--- config.mk ---
export PLATFORM = sky130hd
export DESIGN_NAME = c7_bist_ctrl_flat
export DESIGN_NICKNAME = d
export VERILOG_FILES = /design/src/rtl/c7_bist_ctrl_if.sv /design/src/rtl/c7_bist_ctrl.sv /design/src/flat_wrapper.sv
export SDC_FILE = /design/constraint.sdc
export NUM_CORES = 1
export LEC_CHECK = 0
export ABC_AREA = 1
export CAP_MARGIN = 5
export CORE_ASPECT_RATIO = 0.9
export CORE_MARGIN = 2
export CORE_UTILIZATION = 36
export CTS_BUF_LIST = sky130_fd_sc_hd__clkbuf_4 sky130_fd_sc_hd__clkbuf_8
export CTS_CLUSTER_DIAMETER = 40
export DETAILED_ROUTE_END_ITERATION = 10
export HOLD_SLACK_MARGIN = 0.05
export PLACE_DENSITY = 0.66
export SLEW_MARGIN = 20
export SYNTH_ARGS = -nofsm -noshare
export SYNTH_HDL_FRONTEND = slang
export SYNTH_SLANG_ARGS = --single-unit
export TNS_END_PERCENT = 50
--- constraint.sdc ---
create_clock -name clk -period 3.17 [get_ports clk]
set_clock_uncertainty 0.15 [all_clocks]
set_input_delay 0.634 -clock clk [delete_from_list [all_inputs] [get_ports clk]]
set_output_delay 0.634 -clock clk [all_outputs]
set_load 0.02 [all_outputs]
--- src/rtl/c7_bist_ctrl_if.sv ---
// Sequencer/CUT-side signal bundle for c7_bist_ctrl.
// The abort wire exists only when C7_BIST_ABORT_EN is defined.
interface c7_bist_ctrl_if;
    logic       start;
    logic [7:0] pattern_out;
    logic [3:0] response_in;
    logic       busy;
    logic       done;
    logic       pass;
    logic [3:0] signature;
    logic [7:0] pattern_count;
`ifdef C7_BIST_ABORT_EN
    logic       abort;

    modport master (
        output start, output response_in, output abort,
        input pattern_out, input busy, input done, input pass, input signature,
        input pattern_count
    );
    modport slave (
        input start, input response_in, input abort,
        output pattern_out, output busy, output done, output pass, output signature,
        output pattern_count
    );
`else
    modport master (
        output start, output response_in,
        input pattern_out, input busy, input done, input pass, input signature,
        input pattern_count
    );
    modport slave (
        input start, input response_in,
        output pattern_out, output busy, output done, output pass, output signature,
        output pattern_count
    );
`endif
endinterface

--- src/rtl/c7_bist_ctrl.sv ---
// LFSR-driven BIST controller for the c7 CUT with a 4-bit MISR signature and golden compare.
// Define C7_BIST_ABORT_EN to add the abort input that returns a running test to idle.
module c7_bist_ctrl #(
    parameter int unsigned NUM_PATTERNS  = 255,
    parameter int unsigned SETTLE_CYCLES = 0,
    parameter logic [7:0]  LFSR_SEED     = 8'h01,
    parameter logic [3:0]  GOLDEN_SIG    = 4'h0
) (
    input logic           clk,
    input logic           rst,
    c7_bist_ctrl_if.slave bus
);
    typedef enum logic [1:0] {StIdle, StRun, StDone} state_t;

    // An all-zero seed would lock the LFSR up.
    localparam logic [7:0] SEED     = (LFSR_SEED == 8'h00) ? 8'h01 : LFSR_SEED;
    localparam logic [7:0] NUM_LAST = NUM_PATTERNS[7:0];
    localparam logic [7:0] SETTLE   = SETTLE_CYCLES[7:0];

    state_t     state;
    logic [7:0] lfsr;
    logic [7:0] hold_cnt;
    logic [7:0] count;
    logic [3:0] misr;
    logic       busy;
    logic       done;
    logic       pass;

    logic [7:0] lfsr_nxt;
    logic [7:0] count_nxt;
    logic [3:0] misr_nxt;
    logic       abort_req;

    always_comb begin
        lfsr_nxt  = {lfsr[6:0], lfsr[7] ^ lfsr[5] ^ lfsr[4] ^ lfsr[3]};
        count_nxt = count + 8'd1;
        misr_nxt  = {misr[2] ^ misr[3] ^ bus.response_in[3],
                     misr[1] ^ bus.response_in[2],
                     misr[0] ^ bus.response_in[1],
                     misr[3] ^ bus.response_in[0]};
    end

`ifdef C7_BIST_ABORT_EN
    assign abort_req = bus.abort;
`else
    assign abort_req = 1'b0;
`endif

    always_ff @(posedge clk) begin
        if (rst) begin
            state    <= StIdle;
            lfsr     <= SEED;
            hold_cnt <= 8'd0;
            count    <= 8'd0;
            misr     <= 4'd0;
            busy     <= 1'b0;
            done     <= 1'b0;
            pass     <= 1'b0;
        end else begin
            unique case (state)
                StIdle, StDone: begin
                    if (bus.start) begin
                        state    <= StRun;
                        lfsr     <= SEED;
                        hold_cnt <= 8'd0;
                        count    <= 8'd0;
                        misr     <= 4'd0;
                        busy     <= 1'b1;
                        done     <= 1'b0;
                        pass     <= 1'b0;
                    end
                end
                StRun: begin
                    if (abort_req) begin
                        // Signature and count stay frozen for post-mortem.
                        state <= StIdle;
                        busy  <= 1'b0;
                    end else if (hold_cnt != SETTLE) begin
                        hold_cnt <= hold_cnt + 8'd1;
                    end else begin
                        misr  <= misr_nxt;
                        count <= count_nxt;
                        if (count_nxt == NUM_LAST) begin
                            state <= StDone;
                            busy  <= 1'b0;
                            done  <= 1'b1;
                            pass  <= (misr_nxt == GOLDEN_SIG);
                        end else begin
                            lfsr     <= lfsr_nxt;
                            hold_cnt <= 8'd0;
                        end
                    end
                end
                default: state <= StIdle;
            endcase
        end
    end

    assign bus.pattern_out   = lfsr;
    assign bus.busy          = busy;
    assign bus.done          = done;
    assign bus.pass          = pass;
    assign bus.signature     = misr;
    assign bus.pattern_count = count;
endmodule
--- src/flat_wrapper.sv ---
// flat-port wrapper written by rule: the top's interface ports become plain ports
module c7_bist_ctrl_flat 
#(
    parameter int unsigned NUM_PATTERNS  = 255,
    parameter int unsigned SETTLE_CYCLES = 0,
    parameter logic [7:0]  LFSR_SEED     = 8'h01,
    parameter logic [3:0]  GOLDEN_SIG    = 4'h0
)
  (clk, rst, bus_start, bus_response_in, bus_pattern_out, bus_busy, bus_done, bus_pass, bus_signature, bus_pattern_count);
  c7_bist_ctrl_if bus_i ();
  input logic clk;
  input logic rst;
  input wire logic [$bits(bus_i.start)-1:0] bus_start;
  input wire logic [$bits(bus_i.response_in)-1:0] bus_response_in;
  output wire logic [$bits(bus_i.pattern_out)-1:0] bus_pattern_out;
  output wire logic [$bits(bus_i.busy)-1:0] bus_busy;
  output wire logic [$bits(bus_i.done)-1:0] bus_done;
  output wire logic [$bits(bus_i.pass)-1:0] bus_pass;
  output wire logic [$bits(bus_i.signature)-1:0] bus_signature;
  output wire logic [$bits(bus_i.pattern_count)-1:0] bus_pattern_count;
  assign bus_i.start = bus_start;
  assign bus_i.response_in = bus_response_in;
  assign bus_pattern_out = bus_i.pattern_out;
  assign bus_busy = bus_i.busy;
  assign bus_done = bus_i.done;
  assign bus_pass = bus_i.pass;
  assign bus_signature = bus_i.signature;
  assign bus_pattern_count = bus_i.pattern_count;
  c7_bist_ctrl #(.NUM_PATTERNS(NUM_PATTERNS), .SETTLE_CYCLES(SETTLE_CYCLES), .LFSR_SEED(LFSR_SEED), .GOLDEN_SIG(GOLDEN_SIG)) u_core (.clk(clk), .rst(rst), .bus(bus_i));
endmodule
**Yosys cells after proc, flatten, opt, wreduce, memory -nomap -nowiden**

Index checks and enable logic that the tools add are counted.

- Logic and storage cells: 64
- Memories: 0
- RAM bits: 0
- Output and inout bits: 23
- Input bits: 7
- Bits in latches: 0
- Register bits: 33
- ROM bits: 0

- Reductions and logical operators: 10
- Eq/ne operators: 8
- Divide/modulo/power cells: 0
- Bitwise logic cells: 8
- Muxes and demuxes: 28
- $add $sub $neg: 2
- Shift-type cells: 0
- $lt $le $gt $ge: 0
- Multiply operators: 0

Operators by type and width:

| kind | number |
|---|---|
| 8-bit two-way mux | 7 |
| 8-bit case mux with 2 select lines | 3 |
| 8-bit by 1-bit adder with 8-bit output, second input constant | 2 |
| 3-bit AND reduction | 3 |
| 8-bit equality test, second input constant | 1 |
| 1-bit two-way mux | 8 |
| 4-bit two-way mux | 2 |
| 4-bit case mux with 2 select lines | 1 |
| 4-bit AND reduction | 2 |
| 8-bit nonzero test | 1 |
| 1-bit XOR | 8 |
| 2-bit two-way mux | 3 |
| 2-bit inequality test, second input constant | 3 |
| 1-bit case mux with 2 select lines | 3 |
| 4-bit zero test | 1 |
| 2-bit case mux with 2 select lines | 1 |
| 3-bit by 2-bit inequality test with 1-bit output, second input constant | 1 |
| 2-bit by 1-bit equality test with 1-bit output, second input constant | 1 |
| 2-bit equality test, second input constant | 1 |
| 2-bit zero test | 1 |
| 2-bit by 1-bit inequality test with 1-bit output, second input constant | 1 |
| 2-bit nonzero test | 1 |
| 2-bit OR reduction | 1 |

**Longest topological paths before layout**

Gate-level depths: netlist (run 1).

- Depth after elaboration: 6
- Gate-level depth with buffers: 11
- Depth with buffers taken out: 11

**Worst setup path after synthesis (run 1)**

Ideal clock, no wire load.

- Path type: reg2reg
- From: reg u_core.count[0] (netlist: u_core.bus.pattern_count[0])
- To: reg u_core.hold_cnt[3]
- Setup time: 0.069 ns
- Stages on the path, launching flop included: 10
- Required time: 2.951 ns
- Period minus slack after synthesis: 1.860 ns
- Slack: 1.310 ns
- Data arrival time: 1.641 ns
- Buffers on the path: 0
- Cells stage by stage: dfxtp_1 -> ha_1 -> nand3_2 -> o21bai_2 -> nand2_1 -> nor2_4 -> nand3_4 -> nand2_8 -> nand2_2 -> a21oi_2

- Cells in the longest elaborated chain, start to end: 4

RTL lines:

| what | line | text |
|---|---|---|
| start, declared | c7_bist_ctrl.sv:23 | `logic [7:0] count;` |
| start signal, assigned | c7_bist_ctrl.sv:82 | `count <= count_nxt;` |
| 8-bit by 1-bit adder with 8-bit output | c7_bist_ctrl.sv:36 | `count_nxt = count + 8'd1;` |
| 8-bit equality test | c7_bist_ctrl.sv:83 | `if (count_nxt == NUM_LAST) begin` |
| 3-bit by 2-bit inequality test with 1-bit output (no line) | n/a |  |
| 3-bit AND reduction (no line) | n/a |  |
| end signal, assigned | c7_bist_ctrl.sv:79 | `hold_cnt <= hold_cnt + 8'd1;` |
| end, declared | c7_bist_ctrl.sv:22 | `logic [7:0] hold_cnt;` |

No other way between the ends.
A chain may end at the register's enable or synchronous reset.

**Worst setup path in the final report (run 1)**

- From: reg u_core.count[3] (netlist: u_core.bus.pattern_count[3])
- To: out bus_pattern_count[3]

RTL lines:

| what | line | text |
|---|---|---|
| end, declared | flat_wrapper.sv:20 | `output wire logic [$bits(bus_i.pattern_count)-1:0] bus_pattern_count;` |

No word-level cell between the ends.

==> metrics.md, run 1 <==
| Metric | Value |
|---|---|
| Final WS setup | `0.960 ns` |
| Drt drc | `0` |
| Largest net degree at the start of global routing | `18` |
| Crit path time final | `2.21 ns` |
| Kind of cell adding the most delay to the critical path | `buffers and inverters` |
| Post-CTS setup buffers | `0` |
| Status | `complete, no violations` |
| Crit path max-delay cell type | `clkdlybuf4s50_1` |
| Pins Over Slew Limit | `0` |
| Placed cells | `323` |
| Antenna cells | `0` |
| Top post-synthesis cells by area | `dfxtp_1 38%, nand2_1 12%, nand3_1 7.3%` |
| Mapped cell area | `1720 µm²` |
| Root buf cell | `clkbuf_8` |
| Gp weighted congestion | `0.807` |
| Yosys warnings | `0` |
| Mapped Nets | `246` |
| Clock tree sinks | `33` |
| Worst slack, placed | `0.979 ns` |
| Crit start category | `flop` |
| Die W | `76.9 µm` |
| Clock Latency Late Sink | `0.29 ns` |
| IO Port Bufs | `29` |
| Routed vias/inst | `4.63` |
| Cts repair resizes | `0` |
| Worst setup path startpoint | `u_core.bus.pattern_count[3]` |
| Initial antenna violation count | `0` |
| F_max | `0.452 GHz` |
| Die height | `69.6 µm` |
| Worst Path Class, Setup | `flop to output port` |
| Period utilization | `0.697` |
| Critical Path Max Stage Delay | `0.66 ns` |
| CP endpoint kind | `output port` |
| Starting Density | `0.381` |
| Flops & latches, synth | `33` |
| Overall global routing resource usage | `0.154` |
| Relative slew slack | `0.758` |
| H-Tree Level Count | `2` |
| HPWL Detailed | `2710 µm` |
| Core ar. | `4520 µm²` |
| Share of layout cells above drive strength 1 | `0.167` |
| Met1 usage | `0.199` |
| Peak supply drop | `0.000207 V` |
| Cell area power density | `398 nW/µm²` |
| Initial DRC Count | `60` |
| GRT Max-Usage Layer | `met2` |
| Routed wire length | `3730 µm` |
| FF/Latch Area | `661 µm²` |
| Final setup fails | `0` |
| CTS tree | `done` |
| Hold path start | `u_core.state[1]` |
| Max-Cap Viols | `0` |
| Post-synth top area share | `0.383` |
| Clock Path Buffers | `2` |
| Clk slew on worst S/H paths | `0.07 ns` |
| Synth Instances | `235` |
| Crit-path max FO | `7` |
| Routed vias | `1532` |
| Vias in the first global route | `1472` |
| Grt met2 use | `0.245` |
| Final non-filler cell total | `331` |
| Final ANT Viol Nets | `0` |
| CTS Buf Count | `5` |
| Synth area leader | `dfxtp_1` |
| RR Startpoint | `u_core.bus.pattern_count[0]` |
| IO Count | `30` |
| WP buf/inv | `1` |
| Multi-input gate area | `951 µm²` |
| Final net count | `279` |
| P_leak | `0.771 nW` |
| Row count | `23` |
| Hold Path Class | `flop to flop` |
| Layout area overhead | `26.0%` |
| Critical Path AT | `1.43 ns` |
| Global route total overflow | `0` |
| Post-Syn Area per Cell | `7.33 µm²` |
| DRT Pass-1 Iters | `4` |
| Global-route wire length before repair | `6670 µm` |
| M3 GR Usage | `0.0326` |
| Worst path required time | `2.39 ns` |
| Seq/Total Area, Yosys | `0.383` |
| Crit-path cells | `clkdlybuf4s50_1` |
| Netlist cell types | `27` |
| CTS Hold Bufs | `0` |
| Filler Cell Count | `449` |
| Unrepaired setup endpoints after global routing | `false` |
| Final Hold Fails | `0` |
| Slew @ Worst Pin | `0.362 ns` |
| Die area | `5360 µm²` |
| Setup TNS | `0 ns` |
| WL/cell | `11.3 µm` |
[synthesized netlist by cell type]
| library cell | number |
|---|---|
| ha_1 | 4 |
| a21oi_1 | 24 |
| nor2_1 | 16 |
| xor2_1 | 3 |
| nor2_2 | 3 |
| inv_1 | 22 |
| a21oi_2 | 6 |
| o21ai_1 | 1 |
| dfxtp_1 | 33 |
| nor3_1 | 1 |
| nand2_8 | 1 |
| nand3_2 | 2 |
| nor2_4 | 2 |
| nand2_4 | 1 |
| nand4_1 | 1 |
| inv_2 | 2 |
| buf_2 | 2 |
| o21ai_0 | 5 |
| nand2_1 | 54 |
| o21bai_2 | 1 |
| nand3_1 | 25 |
| clkbuf_1 | 3 |
| o21bai_1 | 1 |
| nand2_2 | 12 |
| xnor2_1 | 5 |
| nand3_4 | 1 |
| or2_2 | 4 |
[flip-flops by register name, summed over array words and instances (netlist names)]
register / count
u_core.bus.busy: 1
u_core.bus.done: 1
u_core.bus.pass: 1
u_core.bus.pattern_count: 8
u_core.bus.pattern_out: 8
u_core.bus.signature: 4
u_core.hold_cnt: 8
u_core.state: 2
[area by class of cell]
class | count | share of cell area
timing repair buffer | 31 | 0.141
multi-input combinational | 173 | 0.438
clock inverter | 3 | 0.00807
clock buffer | 5 | 0.0317
tap | 62 | 0.0357
inverter | 24 | 0.0415
sequential | 33 | 0.304
[placed cells by master (no fill, tap or decap), types with 2 or more instances in the layout]
cell type / netlist / layout
nand2_1: 54 / 54
dfxtp_1: 33 / 33
clkdlybuf4s50_1: 0 / 29
nand3_1: 25 / 25
a21oi_1: 24 / 24
inv_1: 22 / 22
nor2_1: 16 / 16
nand2_2: 12 / 12
a21oi_2: 6 / 6
xnor2_1: 5 / 5
o21ai_0: 5 / 5
clkbuf_8: 0 / 5
or2_2: 4 / 4
ha_1: 4 / 4
nor2_2: 3 / 3
xor2_1: 3 / 3
nor2_4: 2 / 2
nand3_2: 2 / 2
inv_2: 2 / 2
clkinv_2: 0 / 2
buf_4: 0 / 2
[power by group]
group          internal [W]  switching [W]
logic             0.0000438      0.0000670
clock network      0.000152       0.000167
registers          0.000425      0.0000109
total              0.000620       0.000245
[metal layers]
| metal | vias to the layer above | wire (µm) |
|---|---|---|
| met5 | - | 0 |
| met4 | 0 | 80 |
| met3 | 7 | 128 |
| met2 | 25 | 1650 |
| met1 | 680 | 1880 |
| li1 | 820 | - |
[logic make-up (layout without fill, tap and decap cells)]
family,after synthesis,after routing,share of synthesized area
AO/OA/AOI/OAI,38,38,0.129
XOR/XNOR,8,8,0.0407
adder cells (fa/ha/maj),4,4,0.0290
buffers and inverters,29,63,0.0646
flip-flops,33,33,0.383
AND/OR/NAND/NOR,123,123,0.354
[worst reg2reg max path: stages (launching register included)]
cell and delay, ns:
dfxtp_1 0.46, ha_1 0.25, nand3_2 0.12, o21bai_2 0.15, nand2_1 0.10, nor2_4 0.18
nand3_4 0.16, nand2_8 0.14, nand2_2 0.06, a21oi_2 0.11
[path summary, 6_finish.rpt]
kind                                             end  slack (ns)  depth (start not counted)
worst max-delay path            bus_pattern_count[3]        0.96                          1
worst min-delay path                 u_core.state[1]        0.32                          2
worst max register to register    u_core.hold_cnt[4]        1.22                          9
worst min register to register       u_core.state[1]        0.32                          2
[per-stage QoR]
stage	instance area [µm²]	total power (W)	utilization	hold slack (ns)
floorplan	1720	0.000514	-	0.293
finish	2170	0.000865	0.480	0.320
detailed placement	2080	0.000557	0.461	0.318
CTS	2170	0.000876	0.480	0.326
global route	2170	0.000905	0.480	0.348
global placement	2080	0.000556	0.461	0.306
Note: power is estimated with default switching activity, not from simulation.
==> run 2, diff against run 1 <==
Clock period 3.17 ns to 2.1 ns, I/O delays scaled along.
==> run 2 against run 1 <==
  * Critical path depth up 1
  * Sequential share of layout area down 0.53 points
  * Clock power up 55%
  * Sequential power up 50%
  * Die area unchanged
  * Sequential cell count unchanged
  * Global-route usage down 0.78 points
  * Wire length down 2.0%
  * Via count up 1.2%
  * Register-to-register slack worse by 0.97 ns
  * Critical endpoint is now bus_pattern_count[0]
==> metrics.md, run 2 (synthesis results as in run 1) <==
| Metric | Value |
|---|---|
| Drt drc | `0` |
| Multi-input gate area | `951 µm²` |
| Status | `complete, no violations` |
| Hold Path Depth | `2` |
| Clock tree sinks | `33` |
| Initial DRC Count | `72` |
| Unrepaired setup endpoints after global routing | `false` |
| IO Count | `30` |
| Gp weighted congestion | `0.814` |
| RR Startpoint | `u_core.bus.pattern_count[0]` |
| Vias in the first global route | `1398` |
| P_leak | `0.790 nW` |
| Final net count | `282` |
| Final Util | `0.489` |
| Fin area | `2210 µm²` |
| Reg-to-Reg End | `u_core.bus.pass` |
| Hold path start | `u_core.state[1]` |
| Period utilization | `0.949` |
| CP endpoint kind | `output port` |
| Final Hold Fails | `0` |
| H-Tree Level Count | `2` |
| Die area | `5360 µm²` |
| Crit start category | `flop` |
| Row count | `23` |
| DRT Pass-1 Iters | `4` |
| Root buf cell | `clkbuf_8` |
| Setup TNS | `0 ns` |
| Crit-path cells | `buf_4 -> clkdlybuf4s50_1` |
| Overall global routing resource usage | `0.147` |
| Max-Cap Viols | `0` |
| Clock network power share | `0.371` |
| Clk slew on worst S/H paths | `0.07 ns` |
| Routed wire length | `3660 µm` |
| F_max | `0.502 GHz` |
| Crit path max-delay cell type | `clkdlybuf4s50_1` |
| CTS Buf Count | `5` |
| Commonest non-fill, non-tap cell in the layout | `nand2_1` |
| Clock Latency Late Sink | `0.28 ns` |
| Crit-path max FO | `4` |
| Cell area power density | `601 nW/µm²` |
| Critical Path Max Stage Delay | `0.59 ns` |
| Routed vias | `1551` |
| Switching share of total power | `0.265` |
| Global route total overflow | `0` |
| Sw power | `0.000351 W` |
| IO Port Bufs | `29` |
| Largest net degree at the start of global routing | `30` |
| Hold Path Class | `flop to flop` |
| Slew @ Worst Pin | `0.378 ns` |
| Gate power share | `0.136` |
| Final setup fails | `0` |
| Worst Path Class, Setup | `flop to output port` |
| Starting Density | `0.381` |
| Filler Cell Count | `467` |
| Final ANT Viol Nets | `0` |
| Worst hold slack | `0.314 ns` |
| R2r worst-path depth | `11` |
| Power Total | `0.00133 W` |
| Routed vias/inst | `4.66` |
| Core ar. | `4520 µm²` |
| Placed cell area | `2120 µm²` |
| Peak supply drop | `0.000357 V` |
| Die height | `69.6 µm` |
| Relative slew slack | `0.748` |
| Post-CTS setup buffers | `0` |
| Crit path time final | `1.99 ns` |
| CTS Hold Bufs | `0` |
| FF/Latch Area | `661 µm²` |
| HPWL Detailed | `2650 µm` |
| Antenna cells | `0` |
| Global-route wire length before repair | `6260 µm` |
| R2r setup slk | `0.25 ns` |
| WHS Endpoint | `u_core.state[1]` |
| Most frequent cells in the layout | `54 x nand2_1, 33 x dfxtp_1, 29 x clkdlybuf4s50_1` |
| Worst path required time | `1.53 ns` |
| Share of layout cells above drive strength 1 | `0.173` |
| Clock Path Buffers | `2` |
| Cts repair resizes | `0` |
| Die W | `76.9 µm` |
| Critical Path AT | `1.42 ns` |
| Reg power frac | `0.494` |
| Layout area overhead | `28.2%` |
| Pins Over Slew Limit | `0` |
| CTS tree | `done` |
| WL/cell | `11.0 µm` |
| Int Power | `0.000976 W` |
| Initial antenna violation count | `0` |
==> run 2: cell count changes in the layout (fill, tap and decap cells not counted) <==
cell      change
buf_12        +1
clkinv_2      -2
buf_4         +2
clkbuf_8      +1
==> run 2: metal layers <==
layer,GRT usage,up-vias,wire [µm]
met1,0.192,684,1810
li1,-,826,-
met4,0.0667,0,76
met5,0,-,0
met2,0.226,33,1610
met3,0.0365,8,171
==> run 2: how the worst max path moves through the flow <==
| stage | endpoint | slack, ns | from | cells after the start |
|---|---|---|---|---|
| final | bus_pattern_count[0] | 0.11 | u_core.bus.pattern_count[0] | 2 |
| after global routing | u_core.bus.pass | 0.03 | u_core.bus.pattern_count[0] | 11 |
| after CTS | bus_pattern_count[0] | 0.1 | u_core.bus.pattern_count[0] | 2 |
| after detailed placement | u_core.bus.pattern_count[3] | 0.19 | bus_start | 8 |
| after global placement | u_core.bus.signature[1] | 0.22 | bus_start | 8 |
| after floorplan | u_core.hold_cnt[3] | 0.24 | u_core.bus.pattern_count[0] | 9 |
==> run 2: critical path: cells and delay by family (launching register included) <==
kind | cells | cell delay, ns
buf+inv | 2 | 0.74
flops | 1 | 0.39
==> run 2: power by group through the flow <==
stage               sequential (W)  combinational [W]  clock (W)
floorplan                 0.000685          0.0000912          0
global placement          0.000669           0.000181          0
detailed placement        0.000669           0.000182          0
CTS                       0.000655           0.000184   0.000511
global route              0.000657           0.000198   0.000542
finish                    0.000655           0.000180   0.000492
==> run 2: area by class of cell <==
class	count	share of cell area
tap	62	0.0351
timing repair buffer	34	0.154
multi-input combinational	173	0.430
clock buffer	6	0.0374
sequential	33	0.299
clock inverter	1	0.00340
inverter	24	0.0408
==> run 2: through the flow <==
step	std cells	setup slack, ns
floorplan	235	0.240
global placement	326	0.224
detailed placement	326	0.187
CTS	333	0.0953
global route	333	0.0334
finish	333	0.106
